--- src/rtl/sort_pkg.sv ---
// Shared defaults and bank state type for the sorted-frame emitter.
// Imported by the bank, the top level and the stream interface.
package sort_pkg;

  localparam int SORT_DATA_WIDTH = 5;
  localparam int SORT_DATA_SIZE  = 4;

  typedef enum logic [1:0] {
    EMPTY   = 2'd0,
    FILLING = 2'd1,
    FULL    = 2'd2
  } bank_state_t;

  // A bank can take another element unless it already holds a complete frame.
  function automatic logic bank_writable(input bank_state_t state);
    return (state != FULL);
  endfunction

endpackage

--- src/rtl/sort_frame_bank.sv ---
// One frame bank: DATA_SIZE element storage plus its EMPTY/FILLING/FULL state.
// A bank is only written while not FULL and only freed while FULL, so the two never coincide.
module sort_frame_bank
  import sort_pkg::*;
#(
  parameter  int DATA_WIDTH = SORT_DATA_WIDTH,
  parameter  int DATA_SIZE  = SORT_DATA_SIZE,
  localparam int IdxW       = $clog2(DATA_SIZE)
) (
  input  logic                  clk_i,
  input  logic                  rst_ni,
  input  logic                  wr_en_i,
  input  logic [IdxW-1:0]       wr_idx_i,
  input  logic [DATA_WIDTH-1:0] wr_data_i,
  input  logic                  wr_last_i,
  input  logic                  rd_free_i,
  input  logic [IdxW-1:0]       rd_idx_i,
  output logic [DATA_WIDTH-1:0] rd_data_o,
  output bank_state_t           state_o
);

  logic [DATA_WIDTH-1:0] mem_q [DATA_SIZE];
  bank_state_t           state_q;
  bank_state_t           state_d;

  // Element storage; contents survive reset since the state alone marks validity.
  always_ff @(posedge clk_i) begin
    if (wr_en_i) begin
      mem_q[wr_idx_i] <= wr_data_i;
    end
  end

  // Bank state register.
  always_ff @(posedge clk_i) begin
    if (!rst_ni) begin
      state_q <= EMPTY;
    end else begin
      state_q <= state_d;
    end
  end

  // Bank state transitions on writes and on release of the drained frame.
  always_comb begin
    state_d = state_q;
    case (state_q)
      EMPTY: begin
        if (wr_en_i) begin
          state_d = wr_last_i ? FULL : FILLING;
        end else begin
          state_d = EMPTY;
        end
      end
      FILLING: begin
        if (wr_en_i && wr_last_i) begin
          state_d = FULL;
        end else begin
          state_d = FILLING;
        end
      end
      FULL: begin
        if (rd_free_i) begin
          state_d = EMPTY;
        end else begin
          state_d = FULL;
        end
      end
      default: state_d = EMPTY;
    endcase
  end

  assign rd_data_o = mem_q[rd_idx_i];
  assign state_o   = state_q;

endmodule

--- src/rtl/sort_frame_emitter.sv ---
// Ping-pong frame buffer between a sorter and its consumer: collects DATA_SIZE
// elements per frame, emits them with an end marker, and flags descending pairs.
module sort_frame_emitter
  import sort_pkg::*;
#(
  parameter int DATA_WIDTH = SORT_DATA_WIDTH,
  parameter int DATA_SIZE  = SORT_DATA_SIZE
) (
  input  logic                  clk_i,
  input  logic                  rst_ni,
  input  logic                  in_valid_i,
  output logic                  in_ready_o,
  input  logic [DATA_WIDTH-1:0] in_data_i,
  output logic                  out_valid_o,
  input  logic                  out_ready_i,
  output logic [DATA_WIDTH-1:0] out_data_o,
  output logic                  out_last_o,
  output logic                  order_err_o,
  output logic [15:0]           frame_cnt_o
);

  localparam int              IdxW     = $clog2(DATA_SIZE);
  localparam logic [IdxW-1:0] IDX_ZERO = {IdxW{1'b0}};
  localparam logic [IdxW-1:0] IDX_ONE  = IdxW'(1);
  localparam logic [IdxW-1:0] IDX_LAST = IdxW'(DATA_SIZE - 1);

  logic                  wr_sel_q, wr_sel_d;
  logic                  rd_sel_q, rd_sel_d;
  logic [IdxW-1:0]       wr_idx_q, wr_idx_d;
  logic [IdxW-1:0]       rd_idx_q, rd_idx_d;
  logic [DATA_WIDTH-1:0] prev_q, prev_d;
  logic                  order_err_q, order_err_d;
  logic [15:0]           frame_cnt_q, frame_cnt_d;

  bank_state_t           bank0_state, bank1_state;
  bank_state_t           wr_state, rd_state;
  logic [DATA_WIDTH-1:0] bank0_rd_data, bank1_rd_data, rd_data;
  logic                  in_fire, out_fire, wr_last, rd_last;

  // Handshakes depend only on registered bank state and indices.
  assign wr_state    = wr_sel_q ? bank1_state : bank0_state;
  assign rd_state    = rd_sel_q ? bank1_state : bank0_state;
  assign in_ready_o  = bank_writable(wr_state);
  assign out_valid_o = (rd_state == FULL);
  assign in_fire     = in_valid_i && in_ready_o;
  assign out_fire    = out_valid_o && out_ready_i;
  assign wr_last     = (wr_idx_q == IDX_LAST);
  assign rd_last     = (rd_idx_q == IDX_LAST);
  assign rd_data     = rd_sel_q ? bank1_rd_data : bank0_rd_data;
  assign out_data_o  = out_valid_o ? rd_data : {DATA_WIDTH{1'b0}};
  assign out_last_o  = out_valid_o && rd_last;
  assign order_err_o = order_err_q;
  assign frame_cnt_o = frame_cnt_q;

  sort_frame_bank #(
    .DATA_WIDTH (DATA_WIDTH),
    .DATA_SIZE  (DATA_SIZE)
  ) u_bank0 (
    .clk_i     (clk_i),
    .rst_ni    (rst_ni),
    .wr_en_i   (in_fire && !wr_sel_q),
    .wr_idx_i  (wr_idx_q),
    .wr_data_i (in_data_i),
    .wr_last_i (wr_last),
    .rd_free_i (out_fire && rd_last && !rd_sel_q),
    .rd_idx_i  (rd_idx_q),
    .rd_data_o (bank0_rd_data),
    .state_o   (bank0_state)
  );

  sort_frame_bank #(
    .DATA_WIDTH (DATA_WIDTH),
    .DATA_SIZE  (DATA_SIZE)
  ) u_bank1 (
    .clk_i     (clk_i),
    .rst_ni    (rst_ni),
    .wr_en_i   (in_fire && wr_sel_q),
    .wr_idx_i  (wr_idx_q),
    .wr_data_i (in_data_i),
    .wr_last_i (wr_last),
    .rd_free_i (out_fire && rd_last && rd_sel_q),
    .rd_idx_i  (rd_idx_q),
    .rd_data_o (bank1_rd_data),
    .state_o   (bank1_state)
  );

  // Write side: index/bank advance and the in-frame ordering check.
  always_comb begin
    wr_sel_d    = wr_sel_q;
    wr_idx_d    = wr_idx_q;
    prev_d      = prev_q;
    order_err_d = order_err_q;
    if (in_fire) begin
      prev_d = in_data_i;
      if ((wr_idx_q != IDX_ZERO) && (in_data_i < prev_q)) begin
        order_err_d = 1'b1;
      end else begin
        order_err_d = order_err_q;
      end
      if (wr_last) begin
        wr_idx_d = IDX_ZERO;
        wr_sel_d = ~wr_sel_q;
      end else begin
        wr_idx_d = wr_idx_q + IDX_ONE;
      end
    end else begin
      prev_d = prev_q;
    end
  end

  // Read side: index/bank advance and the emitted-frame counter.
  always_comb begin
    rd_sel_d    = rd_sel_q;
    rd_idx_d    = rd_idx_q;
    frame_cnt_d = frame_cnt_q;
    if (out_fire) begin
      if (rd_last) begin
        rd_idx_d    = IDX_ZERO;
        rd_sel_d    = ~rd_sel_q;
        frame_cnt_d = frame_cnt_q + 16'd1;
      end else begin
        rd_idx_d = rd_idx_q + IDX_ONE;
      end
    end else begin
      rd_idx_d = rd_idx_q;
    end
  end

  // Control state registers; reset drops any partial frame.
  always_ff @(posedge clk_i) begin
    if (!rst_ni) begin
      wr_sel_q    <= 1'b0;
      rd_sel_q    <= 1'b0;
      wr_idx_q    <= IDX_ZERO;
      rd_idx_q    <= IDX_ZERO;
      prev_q      <= {DATA_WIDTH{1'b0}};
      order_err_q <= 1'b0;
      frame_cnt_q <= 16'd0;
    end else begin
      wr_sel_q    <= wr_sel_d;
      rd_sel_q    <= rd_sel_d;
      wr_idx_q    <= wr_idx_d;
      rd_idx_q    <= rd_idx_d;
      prev_q      <= prev_d;
      order_err_q <= order_err_d;
      frame_cnt_q <= frame_cnt_d;
    end
  end

endmodule
--- config.mk ---
export PLATFORM = sky130hd
export DESIGN_NAME = sort_frame_emitter
export DESIGN_NICKNAME = d
export VERILOG_FILES = /design/src/rtl/sort_pkg.sv /design/src/rtl/sort_frame_bank.sv /design/src/rtl/sort_frame_emitter.sv
export SDC_FILE = /design/constraint.sdc
export NUM_CORES = 1
export LEC_CHECK = 0
export BUFFER_PORTS_ARGS = -buffer_cell sky130_fd_sc_hd__buf_4
export CAP_MARGIN = 10
export CORE_ASPECT_RATIO = 0.9
export CORE_UTILIZATION = 41
export CTS_CLUSTER_DIAMETER = 100
export DETAILED_ROUTE_END_ITERATION = 6
export SLEW_MARGIN = 0
export SYNTH_ARGS = -nofsm -noshare
export SYNTH_HDL_FRONTEND = slang
export SYNTH_SLANG_ARGS = --single-unit
--- constraint.sdc ---
create_clock -name clk_i -period 1.9 [get_ports clk_i]
set_clock_uncertainty 0.2 [all_clocks]
set_input_delay 0.38 -clock clk_i [delete_from_list [all_inputs] [get_ports clk_i]]
set_output_delay 0.38 -clock clk_i [all_outputs]
set_load 0.02 [all_outputs]
== Word level (Yosys, flattened, before mapping) ==
Memory sizes are Yosys's and may differ from the RTL's. A register that Yosys moved wholly into a read port is not among the register bits.
Cells that the tools add are included.
Cells by class
  reductions and logical operators: 19
  bitwise operators: 2
  magnitude comparators: 1
  muxes and demuxes: 23
  $add $sub $neg: 3
  equal/unequal tests: 8
Operators by type and width (number)
  $mux W2: 15
  $add A16 B1 Y16 const B: 1
  $pmux W2 S3: 2
  $logic_and A1 B1 Y1: 11
  $eq A2 B2 Y1 const B: 5
  $mux W5: 2
  $reduce_and A2 Y1: 3
  $lt A5 B5 Y1: 1
  $add A2 B1 Y2 const B: 2
  $eq A2 B1 Y1 const B: 2
  $logic_not A2 Y1: 2
  $mux W1: 4
  $logic_not A1 Y1: 2
  $ne A2 B2 Y1 const B: 1
  $not A1 Y1: 2
  $reduce_bool A2 Y1: 1
Storage, ports and cells
  bits in writable memories: 40
  bits of input ports: 9
  logic and storage cells: 67
  register bits after elaboration: 32
  memories kept: 2
Memories
  u_bank0.mem_q: words 4, width 5, rd ports 1, clocked after Yosys merged registers in 1, write ports 1, RTL line sort_frame_bank.sv:22  | logic [DATA_WIDTH-1:0] mem_q [DATA_SIZE];
  u_bank1.mem_q: words 4, width 5, rd ports 1, clocked after Yosys merged registers in 1, write ports 1, RTL line sort_frame_bank.sv:22

== Depth between registers and ports, before layout ==
  depth in word-level cells: 7
  depth in mapped cells: 7

== Hierarchy ==
A second synthesis with hierarchy kept.
Unflattened totals
  cell total of the unflattened synthesis: 254
  area, all modules: 3213.1 µm²
Modules (own cells, without submodules)
  sort_frame_bank: area an instance 832.0 µm², cells an instance 39, times used 2, seq. area each 640.6 µm²
  sort_frame_emitter: area an instance 1549.0 µm², cells an instance 176, times used 1, seq. area each 560.5 µm²

== Least setup slack after synthesis ==
No wires, ideal clock.
  path type: reg-to-output
  start: register (tool-made name)
  end: output port out_data_o[0]
  cell stages (with the launch flop): 5
  arrival time: 1.298 ns
  path buffers: 1
  required time: 1.320 ns
  slack: 0.022 ns
  path through: dfxtp_1 > buf_2 > mux4_2 > nand2_1 > a21oi_1
RTL lines
  end: declaration: RTL line sort_frame_emitter.sv:16  | output logic [DATA_WIDTH-1:0] out_data_o,

==> impl_metrics.py <==
metrics = {
    "critical_path": {
        "reg2reg_from": "rd_sel_q",
        "setup.worst_path.class": "flop to primary output",
        "critPathCaptureType": "primary output",
        "worstRegToRegCells": 7,
        "cp_max_fo": 8,
        "critPathLaunchType": "flop",
        "crit_arrival_ns": 1.63,
        "required_ns": 1.32,
    },
    "sta": {
        "finalHoldViolations": 0,
        "setup_slack_ns": -0.311,
        "rsz0062_at_grt": "true",
        "maxSlewViolCount": 0,
        "setup_violations": 10,
        "period_share_pct": 116,
        "tightest_slew_ns": 0.373,
        "period_needed_ns": 2.21,
        "max_freq_ghz": 0.452,
        "slew_headroom_pct": 75.0,
        "hold-worst-slack_ns": 0.105,
    },
    "drt": {
        "drt_first_pass_iters": 4,
        "wl_met3_um": 255,
        "drc_errors": 0,
        "finalWirelength_mm": 6.75,
        "via_per_inst": 5.26,
        "vias": 2215,
        "top_layer": "met4",
        "ant_nets": 0,
        "met1Wirelength_mm": 3.15,
        "drt_iter0_drc": 91,
        "wl_per_cell_um": 16.0,
        "dr_wl_met2_mm": 3.23,
    },
    "cells_and_area": {
        "drive_gt1_share_pct": 37.2,
        "regArea_um2": 1890,
        "multiInputGateArea_um2": 1310,
        "fin_nets": 339,
        "final_cell_mix": "buf_4, edfxtp_1, dfxtp_1, nor2_1, inv_1",
        "nFillCells": 648,
        "layout_commonest_cell": "buf_4",
        "final_cell_count_no_fill": 421,
        "area_growth_pct": 27.7,
        "final_area_um2": 4080,
        "antenna_cells": 0,
    },
    "pwr": {
        "seqPwrFrac_pct": 55.8,
        "power.density_nw_per_um2": 765,
        "p_switching_uw": 684,
        "p_clk_share_pct": 38.7,
        "switching_share_pct": 21.9,
        "internal_power_mw": 2.43,
        "finalPower_mw": 3.12,
        "combPwrFrac_pct": 5.5,
        "vdd_ir_drop_max_uv": 450,
        "leakagePower_nw": 1.51,
    },
    "global_routing": {
        "grt-ovfl-total": 0,
        "grt_pass1_vias": 2128,
        "track_usage_pct": 18.0,
        "grt_max_degree": 17,
        "grt_pass1_wl_mm": 10.7,
        "antenna_found_initial": 0,
    },
    "clock_network": {
        "root_buffer": "clkbuf_8",
        "cts_buffer_depth": 2,
        "htree_levels": 3,
        "clk_pin_slew_worst_paths_ns": 0.08,
        "clock_latency_ns": 0.33,
        "cts_hold_buf": 0,
        "cts_tree": "done",
        "cts_buffers": 9,
        "clock_sinks": 74,
    },
    "place": {
        "place_hpwl_mm": 4.68,
        "port_buffers": 33,
        "gp_congestion": 0.738,
        "placedCellCount": 401,
        "place_ws_ns": -0.0272,
        "postPlaceCellArea_um2": 3720,
    },
    "yosys": {
        "synth_nets": 276,
        "yosys_most_used_dff": "edfxtp_1",
        "yosys_warnings": 0,
        "synthDistinctLibCells": 45,
        "synth_edf_count": 40,
        "syn_avg_cell_area_um2": 12.4,
        "syn_inst": 257,
        "seq_area_frac_synth_pct": 59.0,
        "asyncSetResetFlopFracSynth_pct": 0,
        "synth_seq_cells": 74,
        "syn_area_um2": 3190,
    },
    "floorplan": {
        "boundaryPins": 34,
        "rows": 30,
        "fp.dieH_um": 85.7,
        "die_x_um": 95.0,
        "die_area_um2": 8140,
        "coreArea_um2": 7540,
        "initial_core_util_pct": 42.3,
    },
    "run_status": {
        "violations": "setup timing",
        "outcome": "complete, but fails checks",
    },
    "hold_path": {
        "hold_start": "in_data_i[0]",
        "min_path_cells": 1,
        "hold_path.class": "input port to flop",
    },
    "run": {
        "drv_cap": 0,
    },
}
## critical path: stages (launching register included)
cell,delay [ns]
dfxtp_2,0.36
buf_12,0.14
mux4_2,0.50
nand2_2,0.08
a21oi_2,0.05
buf_4,0.16
## layer usage
metal  vias up  track usage [%]
li1       1079                -
met1      1090             25.0
met2        39             27.3
met3         7             3.46
met4         0             7.85
met5         -                0
## area by class of cell
| type | count | area share [%] |
|---|---|---|
| repair buffers | 62 | 12.4 |
| well taps | 96 | 2.95 |
| inverters | 16 | 1.57 |
| clock buffers | 11 | 3.47 |
| clock inverters | 5 | 1.35 |
| multi-input cells | 157 | 32.0 |
| flip-flops and latches | 74 | 46.3 |
## cell usage after synthesis, types with 2 or more instances
library cell | instances | share of area [%]
ha_1 | 10 | 3.9
nor2b_1 | 2 | 0.39
or4_1 | 4 | 0.94
nand2_1 | 17 | 2.0
mux2i_1 | 8 | 2.5
xor2_1 | 2 | 0.55
edfxtp_1 | 40 | 38
buf_2 | 3 | 0.47
o21ai_0 | 9 | 1.4
buf_1 | 2 | 0.24
nand3_1 | 6 | 0.94
clkbuf_1 | 2 | 0.24
nand2b_1 | 2 | 0.39
xnor2_1 | 3 | 0.82
nor3_1 | 2 | 0.31
or3_1 | 9 | 1.8
dfxtp_1 | 34 | 21
o31ai_1 | 4 | 0.94
and2_1 | 5 | 0.98
nor2_1 | 17 | 2.0
mux4_2 | 10 | 7.1
buf_4 | 2 | 0.47
a211oi_1 | 2 | 0.47
and3_1 | 5 | 0.98
nand4_1 | 2 | 0.39
a21oi_1 | 21 | 3.3
inv_1 | 16 | 1.9
## path summary, 6_finish.rpt
check | endpoint | slack [ns]
max | out_data_o[2] | -0.31
min | u_bank0.mem_q[3][0] | 0.11
max reg2reg | frame_cnt_o[6] | -0.02
min reg2reg | u_bank0.state_o[0] | 0.26
## state kept, by name, summed over array words and instances, names as in the netlist, named ones only
| name | count |
|---|---|
| wr_sel_q | 1 |
| rd_sel_q | 1 |
| u_bank1.state_o | 2 |
| frame_cnt_o | 16 |
| wr_idx_q | 2 |
| prev_q | 5 |
| u_bank1.mem_q | 20 |
| u_bank0.state_o | 2 |
| u_bank0.mem_q | 20 |
| rd_idx_q | 2 |
| order_err_o | 1 |
## repair_timing
action | 4_1_cts | 5_1_grt
resized for setup | 10 | 27
buffers inserted | 1 | 1
setup endpoints to repair | 7 | 24
pin swaps | 10 | 10
cloned | 0 | 2
## kinds of logic after synthesis
kind of cell	Yosys count	synth area share, %
flip-flops	74	59.0
multiplexers	18	9.57
XOR/XNOR	5	1.37
buffers and inverters	26	3.65
AO/OA/AOI/OAI	46	9.21
adder cells (fa/ha/maj)	10	3.92
AND/OR/NAND/NOR	78	13.3
## through the flow
step                utilization, %  TNS [ns]
global route                  54.0     -2.95
detailed placement            49.3    -0.102
finish                        54.0     -1.74
CTS                           52.4     -1.86
global placement              49.3   -0.0500
floorplan                        -         0
## power by group through the flow
stage | Sequential (mW) | Clock (mW) | Combinational, mW
3_3_place_gp | 1.78 | 0 | 0.162
2_1_floorplan | 1.77 | 0 | 0.0992
4_1_cts | 1.74 | 1.23 | 0.168
6_report | 1.74 | 1.21 | 0.171
5_1_grt | 1.74 | 1.32 | 0.190
3_5_place_dp | 1.78 | 0 | 0.165
No activity file was read; power rests on OpenSTA's default activity.
